<file path="src/rtl/s2_cfg_writer_if.sv">
// s2 config writer: parallel word handshake
// from the network-programming controller.
interface s2_cfg_writer_if #(
  parameter int W = 16
) ();
  logic [W-1:0] cfg_data;
  logic         cfg_valid;
  logic         cfg_ready;
  logic         cfg_abort;

  modport master (
    output cfg_data,
    output cfg_valid,
    output cfg_abort,
    input  cfg_ready
  );

  modport slave (
    input  cfg_data,
    input  cfg_valid,
    input  cfg_abort,
    output cfg_ready
  );
endinterface

</file>
<file path="src/rtl/s2_cfg_writer.sv">
// s2 config writer: shifts a chain word MSB-first
// onto the cell config chain, then strobes latch.
module s2_cfg_writer #(
  parameter int NCELLS = 4,
  parameter int CFG_W  = 4
) (
  input  logic             clk,
  input  logic             clr,
  s2_cfg_writer_if.slave   cfg,
  output logic             sdo,
  output logic             sen,
  output logic             cfg_latch,
  output logic             done
);
  localparam int TOTAL = NCELLS * CFG_W;
  localparam int CW    = $clog2(TOTAL + 1);
  localparam logic [CW-1:0] LAST = CW'(TOTAL - 1);

  typedef enum logic [1:0] {
    IDLE,
    SHIFT,
    LATCH
  } state_t;

  state_t           state, state_n;
  logic [TOTAL-1:0] shreg, shreg_n;
  logic [CW-1:0]    cnt, cnt_n;
  logic             sdo_n, sen_n;
  logic             latch_n, done_n;

  // ready is the only combinational output
  assign cfg.cfg_ready = (state == IDLE);

  // next state and next registered outputs
  always_comb begin
    state_n = state;
    shreg_n = shreg;
    cnt_n   = cnt;
    sdo_n   = 1'b0;
    sen_n   = 1'b0;
    latch_n = 1'b0;
    done_n  = done;
    unique case (state)
      IDLE: begin
        if (cfg.cfg_valid) begin
          state_n = SHIFT;
          shreg_n = cfg.cfg_data;
          cnt_n   = '0;
          done_n  = 1'b0;
          sen_n   = 1'b1;
          sdo_n   = cfg.cfg_data[TOTAL-1];
        end
      end
      SHIFT: begin
        if (cfg.cfg_abort) begin
          state_n = IDLE;
          shreg_n = '0;
          cnt_n   = '0;
        end else if (cnt == LAST) begin
          state_n = LATCH;
          shreg_n = '0;
          cnt_n   = '0;
          latch_n = 1'b1;
        end else begin
          shreg_n = {shreg[TOTAL-2:0], 1'b0};
          cnt_n   = cnt + 1'b1;
          sen_n   = 1'b1;
          sdo_n   = shreg_n[TOTAL-1];
        end
      end
      LATCH: begin
        state_n = IDLE;
        done_n  = 1'b1;
      end
      default: begin
        state_n = IDLE;
      end
    endcase
  end

  // state and output registers
  always_ff @(posedge clk or negedge clr) begin
    if (!clr) begin
      state     <= IDLE;
      shreg     <= '0;
      cnt       <= '0;
      sdo       <= 1'b0;
      sen       <= 1'b0;
      cfg_latch <= 1'b0;
      done      <= 1'b0;
    end else begin
      state     <= state_n;
      shreg     <= shreg_n;
      cnt       <= cnt_n;
      sdo       <= sdo_n;
      sen       <= sen_n;
      cfg_latch <= latch_n;
      done      <= done_n;
    end
  end
endmodule

</file>
<file path="src/flat_wrapper.sv">
// flat-port wrapper written by rule: the top's interface ports become plain ports
module s2_cfg_writer_flat 
#(
  parameter int NCELLS = 4,
  parameter int CFG_W  = 4
)
  (clk, clr, sdo, sen, cfg_latch, done, cfg_cfg_data, cfg_cfg_valid, cfg_cfg_abort, cfg_cfg_ready);
  s2_cfg_writer_if cfg_i ();
  input  logic clk;
  input  logic clr;
  output logic sdo;
  output logic sen;
  output logic cfg_latch;
  output logic done;
  input wire logic [$bits(cfg_i.cfg_data)-1:0] cfg_cfg_data;
  input wire logic [$bits(cfg_i.cfg_valid)-1:0] cfg_cfg_valid;
  input wire logic [$bits(cfg_i.cfg_abort)-1:0] cfg_cfg_abort;
  output wire logic [$bits(cfg_i.cfg_ready)-1:0] cfg_cfg_ready;
  assign cfg_i.cfg_data = cfg_cfg_data;
  assign cfg_i.cfg_valid = cfg_cfg_valid;
  assign cfg_i.cfg_abort = cfg_cfg_abort;
  assign cfg_cfg_ready = cfg_i.cfg_ready;
  s2_cfg_writer #(.NCELLS(NCELLS), .CFG_W(CFG_W)) u_core (.clk(clk), .clr(clr), .cfg(cfg_i), .sdo(sdo), .sen(sen), .cfg_latch(cfg_latch), .done(done));
endmodule
</file>
<file path="config.mk">
export PLATFORM = sky130hd
export DESIGN_NAME = s2_cfg_writer_flat
export DESIGN_NICKNAME = d
export VERILOG_FILES = /design/src/rtl/s2_cfg_writer_if.sv /design/src/rtl/s2_cfg_writer.sv /design/src/flat_wrapper.sv
export SDC_FILE = /design/constraint.sdc
export NUM_CORES = 1
export LEC_CHECK = 0
export BUFFER_PORTS_ARGS = -buffer_cell sky130_fd_sc_hd__buf_2
export CAP_MARGIN = 30
export CORE_MARGIN = 2
export CORE_UTILIZATION = 54
export CTS_BUF_LIST = sky130_fd_sc_hd__clkbuf_8
export DETAILED_ROUTE_END_ITERATION = 16
export PLACE_DENSITY = 0.82
export SETUP_SLACK_MARGIN = 0.05
export SYNTH_ARGS = -nofsm -noshare
export SYNTH_HDL_FRONTEND = slang
export SYNTH_SLANG_ARGS = --single-unit
</file>
<file path="constraint.sdc">
create_clock -name clk -period 2.5 [get_ports clk]
set_input_delay 0.125 -clock clk [delete_from_list [all_inputs] [get_ports clk]]
set_output_delay 0.125 -clock clk [all_outputs]
set_load 0.005 [all_outputs]
</file>
==> summary.md, run 1 <==
| Metric | Value |
|---|---|
| Rel. slew slack | `43.5%` |
| Worst-margin pin slew | `0.846 ns` |
| RSZ-0062 raised after global routing | `no` |
| Static Leak | `0.610 nW` |
| Clk_lat worst skew | `0.27 ns` |
| Via count | `907` |
| # setup viols final | `0` |
| Minimum hold slack | `0.0618 ns` |
| Die Width | `50.5 µm` |
| Crit path max-delay cell type | `nor3b_4` |
| Post-route setup TNS | `0 ns` |
| CP Cell Sequence | `nor3b_4, nand2_2, o32ai_1` |
| FP Rows | `16` |
| Synthesis warning total | `0` |
| Hpwl dp | `1530 µm` |
| Max Root-Sink Buffers | `2` |
| Switching pwr | `0.260 mW` |
| Cell count after synthesis | `108` |
| Ant. Diodes | `0` |
| Starting Density | `58.2%` |
| Final hold vios | `0` |
| VDD IR max | `636 µV` |
| Delay of the slowest critical-path stage | `0.75 ns` |
| Root Driver | `clkbuf_8` |
| Chip Height | `50.5 µm` |
| CP arrival | `2.00 ns` |
| Detailed Routing Iterations Pass 1 | `4` |
| CP required | `2.67 ns` |
| CTS tree | `done` |
| Mapped Area | `0.00117 mm²` |
| Post-synthesis async set-or-reset flop share | `100%` |
| CP endpoint kind | `flip-flop` |
| Achievable frequency | `546 MHz` |
| Clock network fraction of total power | `33.8%` |
| CP Class | `flip-flop to flip-flop` |
| Routed WL | `2280 µm` |
| Buf/Inv on CP | `0` |
| H-tree levels | `1` |
| Synth cell types | `25` |
| Startpoint Class | `flip-flop` |
| DIE AREA | `0.00255 mm²` |
| I/O pin cnt | `25` |
| Post-synth EDFFs | `0` |
| MaxCap Viol Count | `0` |
| Fin nets | `152` |
| Delay-heaviest family, CP | `simple AND/OR/NAND/NOR gates` |
| Power Internal | `0.768 mW` |
| Worst-path clk slew | `0.09 ns` |
| #FFs+latches synth | `26` |
| Sequential share of the synthesized area | `55.8%` |
| WL/cell | `14.5 µm` |
| Gr usage total | `20.9%` |
| Initial antenna violation count | `0` |
| Area delta synth->final | `16.2%` |
| Largest net degree at the start of global routing | `30` |
| Worst hold path class | `input port to flip-flop` |
| Layout Skew | `0.00353 ns` |
| Post-Syn Area per Cell | `10.8 µm²` |
| Final slew viol count | `0` |
| Status | `finished, final reports clean` |
| Final worst slack | `0.669 ns` |
| Vias in the first global route | `885` |
| GPL Wtd Cong | `0.736` |
| Num CTS Buffers | `3` |
| Setup bufs post-CTS | `0` |
| Syn nets | `129` |
| Via density | `5.78` |
| Sink Count | `26` |
| Core area | `0.00200 mm²` |
| Post-route minimum period | `1.83 ns` |
| Crit path max fanout | `23` |
| Fin crit share | `73.2%` |
| Gate power share | `15.9%` |
| # DRC | `0` |
| Reg power frac | `50.2%` |
| Layout cell share with drive strength beyond 1 | `24.6%` |
| DRT iter0 DRCs | `15` |
| Power per cell area | `758 mW/mm²` |
| DP Worst Slack | `0.714 ns` |
| First-pass GRT wire length | `3840 µm` |
| Switch share | `25.3%` |
| Global route total overflow | `0` |
| Primary FF master, synth | `dfrtp_1` |
| Routed Antenna Nets | `0` |
| IO buf count | `24` |
## layout make-up
cell class	instances	area, µm²
clock buffers	3	41.3
fillers	157	647
flip-flops and latches	26	651
inverters	3	11.3
repair buffers	26	138
well taps	27	33.8
clock inverters	1	30.0
multi-input cells	71	450
## cells in the final DEF, fill, tap and decap left out
| cell type | count |
|---|---|
| clkbuf_8 | 3 |
| buf_4 | 1 |
| dfrtp_1 | 26 |
| ha_1 | 1 |
| a32o_1 | 2 |
| a31oi_1 | 1 |
| nand2_1 | 3 |
| o21ai_0 | 3 |
| mux2i_1 | 1 |
| buf_2 | 24 |
| a21oi_1 | 16 |
| bufinv_16 | 1 |
| o21ba_2 | 1 |
| nor3b_4 | 1 |
| a32oi_1 | 14 |
| nand3_1 | 2 |
| nor2_1 | 16 |
| a22o_1 | 2 |
| nor2b_1 | 3 |
| nand2_2 | 1 |
| inv_1 | 3 |
| nand2b_1 | 1 |
| nand4b_1 | 1 |
| o32ai_1 | 1 |
| o21bai_1 | 1 |
| dlygate4sd3_1 | 1 |
## cells in the mapped netlist (2+ instances only)
library cell / number / share of area (%)
a22o_1: 2 / 1.5
nor2_1: 16 / 5.2
a32o_1: 2 / 1.7
nand2_1: 3 / 0.97
buf_6: 2 / 1.9
nor2b_1: 3 / 1.6
dfrtp_1: 26 / 56
a32oi_1: 14 / 11
buf_2: 4 / 1.7
a21oi_1: 16 / 6.9
nand3_1: 2 / 0.86
inv_1: 3 / 0.97
o21ai_0: 3 / 1.3
## sequential cells by signal, indices dropped and copies added, names as in the netlist
signal and cells:
u_core.sdo 1, u_core.sen 1, u_core.done 1, u_core.state 2, u_core.shreg 15, u_core.cfg_latch 1
u_core.cnt 5
## worst reg2reg max path: stages (launching register included)
cell and delay, ns:
dfrtp_1 0.48, nor3b_4 0.75, nand2_2 0.17, o32ai_1 0.33
## path summary, 6_finish.rpt
kind	end	slack, ns	start	cells after the start
worst min register to register	u_core.done	0.52	u_core.done	1
worst max register to register	u_core.cnt[3]	0.67	u_core.state[1]	3
worst min-delay path	u_core.sdo	0.06	cfg_cfg_data[15]	2
min in group asynchronous	u_core.cnt[2]	0.37	clr	2
worst max-delay path	u_core.cnt[3]	0.67	u_core.state[1]	3
max in group asynchronous	u_core.shreg[14]	1.76	clr	2
## layer usage
metal / vias to the layer above / wire, µm / GRT usage (%)
met3: 5 / 101 / 7.14
met5: - / 0 / 0
met1: 441 / 980 / 25.2
met4: 0 / 45 / 9.46
met2: 16 / 1150 / 33.8
li1: 445 / - / -
## stage by stage
| step | instances | total power [mW] | instance area, µm² | utilization [%] |
|---|---|---|---|---|
| global route | 157 | 1.08 | 1360 | 67.7 |
| detailed placement | 152 | 0.687 | 1270 | 63.6 |
| global placement | 152 | 0.681 | 1270 | 63.6 |
| CTS | 157 | 1.04 | 1360 | 67.7 |
| finish | 157 | 1.03 | 1360 | 67.7 |
| floorplan | 108 | 0.639 | 1170 | - |
## power by group through the flow
stage,sequential [mW],clock (mW),combinational [mW]
5_1_grt,0.524,0.372,0.186
6_report,0.516,0.347,0.164
4_1_cts,0.516,0.355,0.165
3_3_place_gp,0.522,0,0.159
3_5_place_dp,0.524,0,0.164
2_1_floorplan,0.516,0,0.123
## kinds of logic after synthesis
family,Yosys count,synth area share [%]
AOI/OAI and AO/OA,41,24.7
and+or+nand+nor,28,12.0
DFF,26,55.8
buffers and inverters,11,5.58
muxes,1,0.858
adders and majority gates,1,1.07
## what timing repair did
action	4_1_cts	5_1_grt
gates resized for setup	0	0
hold endpoints to repair	26	0
hold buffers	1	0
Power figures use the tool's default switching activity.
==> run 2: changes to the inputs <==
- clock period: 2.5 -> 1.8 ns (I/O delays scaled with it)
==> run 2 against run 1 <==
  * Fmax rose by 16%
  * Clock skew shrank 0.00065 ns
  * Die area did not move
  * Design area grew 0.55%
  * Highest routed layer unchanged
  * Combinational power is 46% higher
  * Register-to-register slack worse by 0.45 ns
  * Sequential cell count unchanged
  * Count of clock-buffer cells in the layout stayed put
  * Setup slack got worse by 0.45 ns
  * Critical path type unchanged
  * Non-clock buffer count increased by 5
  * Cell count grew 2.5%
  * Largest power group unchanged
  * Sequential share of layout area decreased by 0.26 points
==> summary.md, run 2 (synthesis results as in run 1) <==
| Metric | Value |
|---|---|
| CP required | `1.95 ns` |
| H-tree levels | `1` |
| Delay of the slowest critical-path stage | `0.39 ns` |
| Hpwl dp | `1660 µm` |
| Routed Antenna Nets | `0` |
| FP Rows | `16` |
| Chip Height | `50.5 µm` |
| Commonest non-fill, non-tap cells in the layout | `dfrtp_1, buf_2, nor2_1, a21oi_1, a32oi_1` |
| Status | `finished, final reports clean` |
| Ant. Diodes | `0` |
| GPL Wtd Cong | `0.763` |
| Worst hold path class | `input port to flip-flop` |
| Crit path max fanout | `7` |
| Resize count post-CTS | `0` |
| Clk_lat worst skew | `0.27 ns` |
| Via count | `932` |
| Root Driver | `clkbuf_8` |
| Initial antenna violation count | `0` |
| I/O pin cnt | `25` |
| CTS tree | `done` |
| Area delta synth->final | `16.8%` |
| Via density | `5.79` |
| CP endpoint kind | `flip-flop` |
| Buf/Inv on CP | `1` |
| Minimum hold slack | `0.0357 ns` |
| Post-route minimum period | `1.58 ns` |
| # setup viols final | `0` |
| Post-route setup TNS | `0 ns` |
| DRT iter0 DRCs | `22` |
| Starting Density | `58.2%` |
| Largest Register | `u_core.shreg` |
| Die Width | `50.5 µm` |
| Final hold vios | `0` |
| Largest net degree at the start of global routing | `27` |
| Core area | `0.00200 mm²` |
| Power per cell area | `940 mW/mm²` |
| Delay-heaviest family, CP | `flip-flops` |
| Max Root-Sink Buffers | `2` |
| Setup bufs post-CTS | `0` |
| Static Leak | `0.620 nW` |
| WL/cell | `14.3 µm` |
| Routed WL | `2310 µm` |
| CP Cell Sequence | `ha_1, nand4b_1, buf_4, a32oi_1, a21oi_1` |
| Hold_buf cts | `1` |
| Achievable frequency | `633 MHz` |
| DIE AREA | `0.00255 mm²` |
| Largest regs | `u_core.shreg: 15 flops, u_core.cnt: 5 flops, u_core.state: 2 flops` |
| Worst-path clk slew | `0.08 ns` |
| Fin nets | `157` |
| MaxCap Viol Count | `0` |
| Layout Skew | `0.00288 ns` |
| Max reg flops | `15` |
| Num CTS Buffers | `3` |
| IO buf count | `24` |
| Global route total overflow | `0` |
| Final slew viol count | `0` |
| First-pass GRT wire length | `3750 µm` |
| CP arrival | `1.73 ns` |
| Commonest non-fill, non-tap cell in the layout | `dfrtp_1` |
| Rel. slew slack | `62.5%` |
| Gr usage total | `19.7%` |
| Vias in the first global route | `833` |
| Layout cell share with drive strength beyond 1 | `26.9%` |
| VDD IR max | `708 µV` |
| Core Util, Final | `68.1%` |
| CP Class | `flip-flop to flip-flop` |
| Startpoint Class | `flip-flop` |
| Sink Count | `26` |
| Crit path max-delay cell type | `dfrtp_1` |
| # DRC | `0` |
| Detailed Routing Iterations Pass 1 | `4` |
| Fin crit share | `87.7%` |
| RSZ-0062 raised after global routing | `no` |
| Worst-margin pin slew | `0.562 ns` |
run 2: cell types whose count changed in the layout (fill, tap and decap cells not counted):
cell	delta
buf_4	+5
bufinv_16	-1
run 2: layout make-up:
type	count	area (µm²)
Clock buffer	3	41.3
Tap cell	27	33.8
Multi-Input combinational cell	71	450
Inverter	3	11.3
Fill cell	158	639
Sequential cell	26	651
Timing Repair Buffer	31	175
run 2: per-stage QoR:
step / instances / setup slack, ns / instance area [µm²] / power, mW
final: 161 / 0.221 / 1360 / 1.28
after global routing: 161 / 0.108 / 1360 / 1.35
after CTS: 161 / 0.220 / 1360 / 1.29
after detailed placement: 157 / 0.240 / 1310 / 0.972
after global placement: 157 / 0.326 / 1310 / 0.957
after floorplan: 108 / 0.478 / 1170 / 0.888
run 2: where the power goes:
group          leakage, nW  switching, mW  internal, mW
registers            0.327         0.0519         0.668
clock network       0.0216          0.171         0.150
logic                0.271          0.129         0.111
total                0.620          0.352         0.929
run 2: path summary, 6_finish.rpt:
kind                                   from               end  slack [ns]  cells past startpoint
setup / recovery              u_core.cnt[0]   u_core.shreg[2]        0.22                      5
hold / removal             cfg_cfg_data[15]        u_core.sdo        0.04                      2
setup reg to reg              u_core.cnt[0]   u_core.shreg[2]        0.22                      5
hold reg to reg                 u_core.done       u_core.done        0.51                      1
max in group asynchronous               clr  u_core.shreg[10]        1.09                      2
min in group asynchronous               clr        u_core.sdo        0.34                      2
run 2: routing by layer:
layer	share of wire, %	track usage, %	vias up
met3	3.9	3.57	2
met2	49	31.6	22
met5	0	0	-
met4	0.65	6.76	0
li1	-	-	452
met1	46	27.1	456
==> run 3: changes to the inputs <==
- CTS_CLUSTER_DIAMETER: unset -> 60
- PLACE_DENSITY: 0.82 -> 0.89
==> run 3 against run 2 <==
  * Critical path depth unchanged
  * Global-route usage increased by 0.38 points
  * Non-clock buffer count decreased by 1
  * Total power increased by 4.6%
  * Routed wire length increased by 3.1%
  * Clock power increased by 17%
  * Fmax increased by 7.9%
  * Combinational power increased by 3%
  * Sequential power about the same
  * Sequential cell count unchanged
  * First-iteration DRC count increased by 23%
==> summary.md, run 3 (synthesis results as in run 1) <==
| Metric | Value |
|---|---|
| Ant. Diodes | `0` |
| FP Rows | `16` |
| Core Util, Final | `68.4%` |
| Met2 wire length | `1160 µm` |
| First-pass GRT wire length | `3830 µm` |
| GPL Wtd Cong | `0.772` |
| Die Width | `50.5 µm` |
| Worst-margin pin slew | `0.568 ns` |
| Gr usage total | `20.1%` |
| Rel. slew slack | `62.2%` |
| CP Class | `flip-flop to flip-flop` |
| Routed wl met3 | `117 µm` |
| Worst reg-to-reg setup slack | `0.34 ns` |
| Achievable frequency | `683 MHz` |
| Post-route setup TNS | `0 ns` |
| Starting Density | `58.2%` |
| Final slew viol count | `0` |
| Clk_lat worst skew | `0.27 ns` |
| Setup bufs post-CTS | `0` |
| Resize count post-CTS | `0` |
| Initial antenna violation count | `0` |
| Uppermost layer routed | `met4` |
| Startpoint Class | `flip-flop` |
| Max reg flops | `15` |
| Area delta synth->final | `17.4%` |
| Pwr Total | `1.34 mW` |
| Chip Height | `50.5 µm` |
| # DRC | `0` |
| CP required | `1.98 ns` |
| Routed Antenna Nets | `0` |
| Power per cell area | `979 mW/mm²` |
| DRT iter0 DRCs | `27` |
| Core area | `0.00200 mm²` |
| Fin crit share | `81.3%` |
| Routed WL | `2380 µm` |
| Via count | `941` |
| DIE AREA | `0.00255 mm²` |
| CP endpoint kind | `flip-flop` |
| Reg-to-Reg End | `u_core.cnt[3]` |
| Max Root-Sink Buffers | `2` |
| Worst r2r src | `u_core.cnt[0]` |
| Hpwl dp | `1620 µm` |
| Vias in the first global route | `884` |
| Worst hold path class | `input port to flip-flop` |
| # fillers | `172` |
| Hold EP | `u_core.shreg[0]` |
| Sequential Area | `651 µm²` |
| # setup viols final | `0` |
| Detailed Routing Iterations Pass 1 | `4` |
| Via density | `5.84` |
| IO buf count | `24` |
| Post-route minimum period | `1.46 ns` |
| Static Leak | `0.623 nW` |
| Worst-path clk slew | `0.09 ns` |
| R2R depth | `5` |
| Global route total overflow | `0` |
| Largest net degree at the start of global routing | `27` |
| VDD IR max | `822 µV` |
| HP Start | `cfg_cfg_data[0]` |
| Status | `finished, final reports clean` |
| CP arrival | `1.65 ns` |
| Largest Register | `u_core.shreg` |
| Num CTS Buffers | `3` |
| I/O pin cnt | `25` |
| WL/cell | `14.8 µm` |
| Area of the multi-input gates | `450 µm²` |
| RSZ-0062 raised after global routing | `no` |
| Hold Path Stages | `2` |
| Commonest non-fill, non-tap cell in the layout | `dfrtp_1` |
| H-tree levels | `1` |
| MaxCap Viol Count | `0` |
| Layout cell share with drive strength beyond 1 | `26.9%` |
| Crit path max fanout | `20` |
| Fin nets | `156` |
| Final hold vios | `0` |
| Largest regs | `u_core.shreg: 15 flops, u_core.cnt: 5 flops, u_core.state: 2 flops` |
| Root Driver | `clkbuf_8` |
| Layout Skew | `0.00628 ns` |
| M1 WL | `1060 µm` |
| Commonest non-fill, non-tap cells in the layout | `dfrtp_1, buf_2, nor2_1, a21oi_1, a32oi_1` |
| CTS tree | `done` |
| Sink Count | `26` |
## run 3: changes by cell type in the layout (fill, tap and decap cells not counted), sizes merged
cell,delta
clkbuf,+1
buf,-1
## run 3: power by group
group	switching (mW)	total, mW	internal [mW]	leakage, nW
clock network	0.178	0.374	0.196	0.0288
logic	0.136	0.248	0.111	0.267
registers	0.0505	0.719	0.668	0.327
## run 3: metrics by stage
stage	std cells	instance area, µm²	setup WS (ns)	hold slack (ns)
after global placement	156	1300	0.412	0.112
after CTS	161	1370	0.345	0.0304
after global routing	161	1370	0.230	0.0417
after detailed placement	156	1300	0.362	0.114
after floorplan	108	1170	0.478	-0.206
final	161	1370	0.337	0.0327
## run 3: layer usage
layer | global-route usage, % | vias up
met5 | 0 | -
met4 | 6.76 | 0
met3 | 4.76 | 4
met2 | 33.8 | 32
met1 | 25.5 | 453
li1 | - | 452
## run 3: cell type report
type	count	share of cell area (%)
clock buffer	4	4.02
inverter	3	0.823
multi-input combinational	71	32.9
sequential	26	47.5
tap	27	2.47
timing repair buffer	30	12.2
## run 3: worst max-delay path: stages, from the launching register on
cell and delay (ns):
dfrtp_1 0.41, ha_1 0.25, nand4b_1 0.10, buf_4 0.24, nand2_2 0.10, o32ai_1 0.27
## run 3: worst max path at each step
stage	slack, ns	from	end	cells after the start
finish	0.34	u_core.cnt[0]	u_core.cnt[3]	5
global route	0.23	u_core.cnt[0]	u_core.cnt[3]	5
CTS	0.35	u_core.cnt[0]	u_core.cnt[3]	5
detailed placement	0.36	u_core.cnt[0]	u_core.cnt[3]	5
global placement	0.41	u_core.cnt[0]	u_core.cnt[3]	5
floorplan	0.48	u_core.cnt[0]	u_core.cnt[3]	5
## run 3: repair_timing
item,in CTS,in global routing
endpoints found under the hold margin,26,0
hold buffers,1,0
setup endpoints to repair,0,0
